`config.mk`:
```
export PLATFORM = sky130hd
export DESIGN_NAME = fetch_ip_gen
export DESIGN_NICKNAME = d
export VERILOG_FILES = /design/src/rtl/fetch_ip_gen.sv
export SDC_FILE = /design/constraint.sdc
export NUM_CORES = 1
export LEC_CHECK = 0
export BUFFER_PORTS_ARGS = -buffer_cell sky130_fd_sc_hd__buf_2
export CORE_ASPECT_RATIO = 1.75
export CORE_MARGIN = 4
export CORE_UTILIZATION = 55
export DETAILED_ROUTE_END_ITERATION = 7
export PLACE_DENSITY_LB_ADDON = 0.3
export SLEW_MARGIN = 0
export SYNTH_ARGS = -nofsm -noshare
export SYNTH_HDL_FRONTEND = slang
export SYNTH_SLANG_ARGS = --single-unit
```
`constraint.sdc`:
```
create_clock -name clk -period 7.4 [get_ports clk]
set_input_delay 1.48 -clock clk [delete_from_list [all_inputs] [get_ports clk]]
set_output_delay 1.48 -clock clk [all_outputs]
set_load 0.02 [all_outputs]
```
`src/rtl/fetch_ip_gen.sv`:
```
// Fetch IP sequencer: flush > stall > BTB-taken > sequential, all outputs registered, 1-cycle next-EIP latency.
// Stall freezes fetch outputs; FETCH_BTB_PRED_EN enables taken-branch redirection from the BTB.
module fetch_ip_gen #(
  parameter logic [31:0] RESET_EIP = 32'hFFFFFFF0
) (
  input  logic        clk,
  input  logic        rst,
  input  logic [31:0] EIP_target,
  input  logic [31:0] FIP_E_target,
  input  logic [31:0] FIP_O_target,
  input  logic        miss_hit,
  input  logic        adv,
  input  logic [3:0]  adv_len,
  input  logic        stall,
  input  logic        flush,
  input  logic [31:0] redirect_EIP,
  output logic [31:0] EIP_fetch,
  output logic [31:0] FIP_E,
  output logic [31:0] FIP_O,
  output logic        fetch_valid,
  output logic        pred_taken,
  output logic [31:0] pred_target
);

  typedef enum logic [1:0] {ST_RST, ST_RUN, ST_REDIR} state_t;
  state_t state;

  // Returns {FIP_E, FIP_O}; the line above the current one wraps within 28 bits.
  function automatic logic [63:0] fip_pair(input logic [31:0] eip);
    logic [27:0] line;
    logic [27:0] line_nxt;
    line     = eip[31:4];
    line_nxt = line + 28'd1;
    return line[0] ? {4'b0, line_nxt, 4'b0, line} : {4'b0, line, 4'b0, line_nxt};
  endfunction

  logic [3:0]  len_eff;
  logic [31:0] seq_eip;
  logic        run_adv;
  logic        take_hit;

  assign len_eff = (adv_len == 4'd0) ? 4'd1 : adv_len;
  assign seq_eip = EIP_fetch + {28'd0, len_eff};
  assign run_adv = (state == ST_RUN) && !stall && adv;

`ifdef FETCH_BTB_PRED_EN
  assign take_hit = miss_hit;
`else
  logic unused_btb;
  assign unused_btb = miss_hit;
  assign take_hit   = 1'b0;
`endif

  always_ff @(posedge clk) begin
    if (rst) begin
      state          <= ST_RST;
      EIP_fetch      <= RESET_EIP;
      {FIP_E, FIP_O} <= fip_pair(RESET_EIP);
      fetch_valid    <= 1'b0;
      pred_taken     <= 1'b0;
      pred_target    <= 32'd0;
    end else if (flush) begin
      // Redirect wins over stall and any same-cycle advance.
      state          <= ST_REDIR;
      EIP_fetch      <= redirect_EIP;
      {FIP_E, FIP_O} <= fip_pair(redirect_EIP);
      fetch_valid    <= 1'b0;
      pred_taken     <= 1'b0;
    end else begin
      // RST and REDIR both last one cycle; stalled RUN stays in RUN.
      state       <= ST_RUN;
      fetch_valid <= 1'b1;
      pred_taken  <= 1'b0;
      if (run_adv) begin
        pred_taken <= take_hit;
        if (take_hit) begin
          EIP_fetch   <= EIP_target;
          FIP_E       <= FIP_E_target;
          FIP_O       <= FIP_O_target;
          pred_target <= EIP_target;
        end else begin
          EIP_fetch      <= seq_eip;
          {FIP_E, FIP_O} <= fip_pair(seq_eip);
          pred_target    <= seq_eip;
        end
      end
    end
  end

endmodule
```
==> report_table.html <==
<table>
<tr><th>Metric</th><th>Value</th></tr>
<tr><th colspan="2">Timing</th></tr>
<tr><td>Post-Route Skew</td><td>~11 ps</td></tr>
<tr><td>Final worst-path cycle share</td><td>approximately 75%</td></tr>
<tr><td>RSZ-0062 raised after global routing</td><td>false</td></tr>
<tr><td>Hold Vio Cnt, Final</td><td>0</td></tr>
<tr><td>Post-route setup TNS</td><td>0 ps</td></tr>
<tr><td>Worst-case hold slack</td><td>449 ps</td></tr>
<tr><td>Final max-slew violation count</td><td>0</td></tr>
<tr><td>Pin slew with the least headroom to its limit</td><td>~1100 ps</td></tr>
<tr><td>Worst slew margin relative to its limit</td><td>about a quarter</td></tr>
<tr><td>Setup violations, final</td><td>0</td></tr>
<tr><td>Maximum operating frequency</td><td>between 150 and 200 MHz</td></tr>
<tr><td>Period minus WS final</td><td>5580 ps</td></tr>
<tr><th colspan="2">Detailed routing</th></tr>
<tr><td>Number of design-rule violations left by the first detailed-router iteration</td><td>approximately 770</td></tr>
<tr><td>Ratio of routed vias to standard cells</td><td>about 6</td></tr>
<tr><td>Count of unresolved DRC violations after routing</td><td>0</td></tr>
<tr><td>Total number of vias</td><td>slightly below 8000</td></tr>
<tr><td>Drt pass-1 iters</td><td>6</td></tr>
<tr><td>Number of nets with antenna violations after detailed routing</td><td>0</td></tr>
<tr><td>Wire length per cell</td><td>18.6 µm</td></tr>
<tr><td>Total detailed-routing wirelength</td><td>around 24 mm</td></tr>
<tr><th colspan="2">Pwr</th></tr>
<tr><td>Seq pwr share</td><td>a little under two fifths</td></tr>
<tr><td>Power per cell area</td><td>around 210 mW/mm²</td></tr>
<tr><td>Proportion of total power due to net switching</td><td>between 30 and 40%</td></tr>
<tr><td>Fraction of power consumed by combinational cells</td><td>a little over a fifth</td></tr>
<tr><td>Design internal power</td><td>between 1000 and 1500 µW</td></tr>
<tr><td>Worst IR drop on VDD</td><td>~190 µV</td></tr>
<tr><td>Clock power frac</td><td>between 40% and 50%</td></tr>
<tr><td>Total leakage power</td><td>approximately 0.0036 µW</td></tr>
<tr><td>Sw Pwr</td><td>626 µW</td></tr>
<tr><th colspan="2">GRT</th></tr>
<tr><td>Number of global-route vias before repair</td><td>7187</td></tr>
<tr><td>Grt total ovfl</td><td>0</td></tr>
<tr><td>Pin count of the biggest net entering global routing</td><td>71</td></tr>
<tr><td>Wire length of the first global-routing pass</td><td>between 30 and 40 mm</td></tr>
<tr><td>Overall global routing resource usage</td><td>30.5%</td></tr>
<tr><td>Antenna violations before repair</td><td>0</td></tr>
<tr><th colspan="2">Logic synthesis</th></tr>
<tr><td>Cell types occupying the most area after synthesis</td><td>dfxtp_1 (32%), xnor2_1 (6.9%), nand2_1 (5.8%)</td></tr>
<tr><td>Register bit count reported by yosys</td><td>120</td></tr>
<tr><td>Most used DFF post-synth</td><td>dfxtp_1</td></tr>
<tr><td>Average cell area after synthesis</td><td>a little under 8 µm²</td></tr>
<tr><td>Total number of yosys warnings</td><td>0</td></tr>
<tr><td>Library cells used by synthesis</td><td>between 70 and 80</td></tr>
<tr><td>Cell taking the most area after synthesis</td><td>dfxtp_1</td></tr>
<tr><td>Synthesized instance count</td><td>960</td></tr>
<tr><td>Fraction of the yosys area taken by sequential cells</td><td>between 30% and 40%</td></tr>
<tr><td>Fraction of synthesis flops using an asynchronous set or reset pin</td><td>0%</td></tr>
<tr><td>Count of flip-flops with a built-in enable after synthesis</td><td>0</td></tr>
<tr><td>Top cell type's share of synthesized area</td><td>between 30% and 40%</td></tr>
<tr><td>Cell area after synthesis</td><td>roughly 0.0075 mm²</td></tr>
<tr><th colspan="2">Final layout</th></tr>
<tr><td>Fraction of layout cells with a size suffix above 1</td><td>20.9%</td></tr>
<tr><td>Area growth from synthesis to layout</td><td>18.5%</td></tr>
<tr><td>Final #Nets</td><td>1227</td></tr>
<tr><td>Filler cells</td><td>approximately 1300</td></tr>
<tr><td>Antenna fix cells</td><td>0</td></tr>
<tr><th colspan="2">Worst hold path</th></tr>
<tr><td>Class of the tightest hold or removal check</td><td>flip-flop to flip-flop</td></tr>
<tr><th colspan="2">Floorplanning</th></tr>
<tr><td>Starting density of the core</td><td>56.0%</td></tr>
<tr><td>Area of the die</td><td>0.0156 mm²</td></tr>
<tr><td>Rows</td><td>56</td></tr>
<tr><td>Core Footprint</td><td>around 0.013 mm²</td></tr>
<tr><td>Width of the die</td><td>about 96 µm</td></tr>
<tr><td>Y dimension of the die</td><td>approximately 160 µm</td></tr>
<tr><td>I/O pins</td><td>around 270</td></tr>
<tr><th colspan="2">Place</th></tr>
<tr><td>DP Wirelength</td><td>~17 mm</td></tr>
<tr><td>Port Buffer Count</td><td>about 160</td></tr>
<tr><td>Global placement routability congestion</td><td>between 0.9 and 1</td></tr>
<tr><th colspan="2">Clock network</th></tr>
<tr><td># hold bufs at CTS</td><td>0</td></tr>
<tr><td>Clock input transition at the sequential cells of the worst setup and hold paths</td><td>about 60 ps</td></tr>
<tr><td>Post CTS Setup Buffer Count</td><td>0</td></tr>
<tr><td>Clock sink count</td><td>120</td></tr>
<tr><td>CTS H-tree depth</td><td>4</td></tr>
<tr><td>Maximum root-to-sink buffer count</td><td>2</td></tr>
<tr><td>CTS Root Cell</td><td>clkbuf_16</td></tr>
<tr><td>Number of gates given a new drive strength after cts</td><td>0</td></tr>
<tr><td>Latest clock arrival within the worst-skew pair</td><td>about 420 ps</td></tr>
<tr><td>Clock tree from TritonCTS</td><td>built</td></tr>
<tr><td>Num CTS Buffers</td><td>17</td></tr>
<tr><th colspan="2">Setup path</th></tr>
<tr><td>Worst Path Required</td><td>7740 ps</td></tr>
<tr><td>Element type at the critical path end</td><td>flip-flop</td></tr>
<tr><td>Crit path largest cell delay</td><td>slightly above 700 ps</td></tr>
<tr><td>Crit-path max FO</td><td>15</td></tr>
<tr><td>CP cell instances</td><td>buf_2 -&gt; nor3_1 -&gt; or2_2 -&gt; ha_1 -&gt; fa_1 -&gt; nand3_2 -&gt; nand2_1 -&gt; xnor2_1 -&gt; inv_1 -&gt; buf_4 -&gt; ha_1 -&gt; and2_1 -&gt; o311a_1 -&gt; or4b_1 -&gt; or4_1 -&gt; o211ai_1</td></tr>
<tr><td>Cell with the most instances on the worst path</td><td>ha_1</td></tr>
<tr><td>Kind of start point of the critical path</td><td>input pin</td></tr>
<tr><td>Library cell contributing the largest single delay on the critical path</td><td>or4b_1</td></tr>
<tr><td>Type of the setup path with the least slack</td><td>input pin to flip-flop</td></tr>
<tr><td>Data arrival time of the worst path</td><td>around 5900 ps</td></tr>
<tr><th colspan="2">Status</th></tr>
<tr><td>Result of the run</td><td>finished clean</td></tr>
<tr><th colspan="2">Flow run</th></tr>
<tr><td>Max_cap viols</td><td>0</td></tr>
</table>
==> Yosys cell counts, drive strengths merged (22+ instances only) <==
cell type / n
nand3: 44
mux2i: 23
buf: 28
o21ai: 44
nor2: 95
dfxtp: 120
clkbuf: 54
xor2: 39
nand2: 116
and3: 22
xnor2: 60
nand4: 26
a211oi: 35
a21oi: 73
==> placed cells by master, fill, tap and decap left out, types with 4 or more instances in the layout <==
cell type,netlist,final
buf_4,13,16
nor3_1,19,19
clkinv_4,0,5
and3_1,22,22
xnor2_1,59,59
mux2i_1,23,23
o22ai_1,6,6
nand3_1,40,40
nand2_1,116,116
ha_1,7,7
xor2_1,37,37
nor4_1,7,7
or4_1,7,7
a211oi_1,34,34
nand4b_1,7,7
a21oi_1,71,71
nor2b_1,4,4
o31ai_1,5,5
dfxtp_1,120,120
o211ai_1,6,6
inv_1,13,13
nand3b_1,4,4
and4_1,10,10
a31oi_1,8,8
conb_1,2,11
buf_2,8,159
nand4_1,26,26
a221oi_1,5,5
nor2_1,95,94
and2_1,8,8
clkbuf_16,0,17
nand2b_1,4,4
clkinv_2,0,4
o21ai_0,43,43
or3_1,12,12
==> power groups by stage <==
stage | Sequential, µW | Combinational (µW) | Clock, µW
final | 719 | 402 | 786
after global routing | 724 | 435 | 818
after CTS | 718 | 396 | 790
after detailed placement | 731 | 392 | 0
after global placement | 731 | 386 | 0
after floorplan | 763 | 241 | 0
==> sequential cells by signal, indices dropped and copies added, names as in the netlist <==
| register | count |
|---|---|
| EIP_fetch | 32 |
| FIP_O | 27 |
| state | 2 |
| FIP_E | 27 |
| pred_target | 32 |
==> cell families after synthesis <==
logic type | count (synthesis) | share of synthesized area (%)
AOI/OAI and AO/OA | 208 | 17.8
xor gates and xnor gates | 99 | 12.0
and+or+nand+nor | 405 | 27.9
muxes | 23 | 3.07
other | 2 | 0.100
buffers and inverters | 95 | 5.55
adders and majority gates | 8 | 1.44
DFF | 120 | 32.1
==> metal layers <==
layer  routed length [µm]  global-route usage, %  share of wire (%)  vias to the layer above
met3                 2410                   5.64                 10                       66
met1                 9450                   40.4                 40                     3557
li1                     -                      -                  -                     3659
met5                    0                      0                  0                        -
met4                  809                   13.5                3.4                        0
met2                11000                   47.7                 46                      459
==> layout make-up <==
cell class | count | area (µm²) | share of cell area, %
tap | 174 | 218 | 2.45
inverter | 13 | 48.8 | 0.550
multi-input combinational | 754 | 4730 | 53.3
sequential | 120 | 2400 | 27.1
timing repair buffer | 175 | 916 | 10.3
clock inverter | 14 | 126 | 1.42
clock buffer | 18 | 429 | 4.84
==> worst paths after layout <==
check / start / endpoint / slack, ps / cells past startpoint
min: pred_target[0]$_SDFFE_PP0P_ / pred_target[0]$_SDFFE_PP0P_ / 450 / 2
max: adv_len[1] / FIP_E[24]$_SDFFE_PP0P_ / 1820 / 16
max reg2reg: EIP_fetch[0]$_SDFFE_PP0P_ / FIP_E[24]$_SDFFE_PP0P_ / 2980 / 13
min reg2reg: pred_target[0]$_SDFFE_PP0P_ / pred_target[0]$_SDFFE_PP0P_ / 450 / 2
==> critical path: cells and delay by family <==
kind / cells / cell delay [ps]
xor gates and xnor gates: 1 / 330
and+or+nand+nor: 7 / 2190
buffers and inverters: 3 / 440
adders and majority gates: 3 / 1030
AOI/OAI and AO/OA: 2 / 450
==> stage by stage <==
| stage | setup WS, ps | cells | power, µW | instance area (µm²) | util, % |
|---|---|---|---|---|---|
| final | 1820 | 1268 | 1910 | 8870 | 66.3 |
| after global routing | 1640 | 1268 | 1980 | 8870 | 66.3 |
| after CTS | 1930 | 1268 | 1900 | 8870 | 66.3 |
| after detailed placement | 1570 | 1236 | 1120 | 8320 | 62.1 |
| after global placement | 1620 | 1236 | 1120 | 8320 | 62.1 |
| after floorplan | 2120 | 969 | 1000 | 7520 | - |
Note: power is estimated with default switching activity, not from simulation.
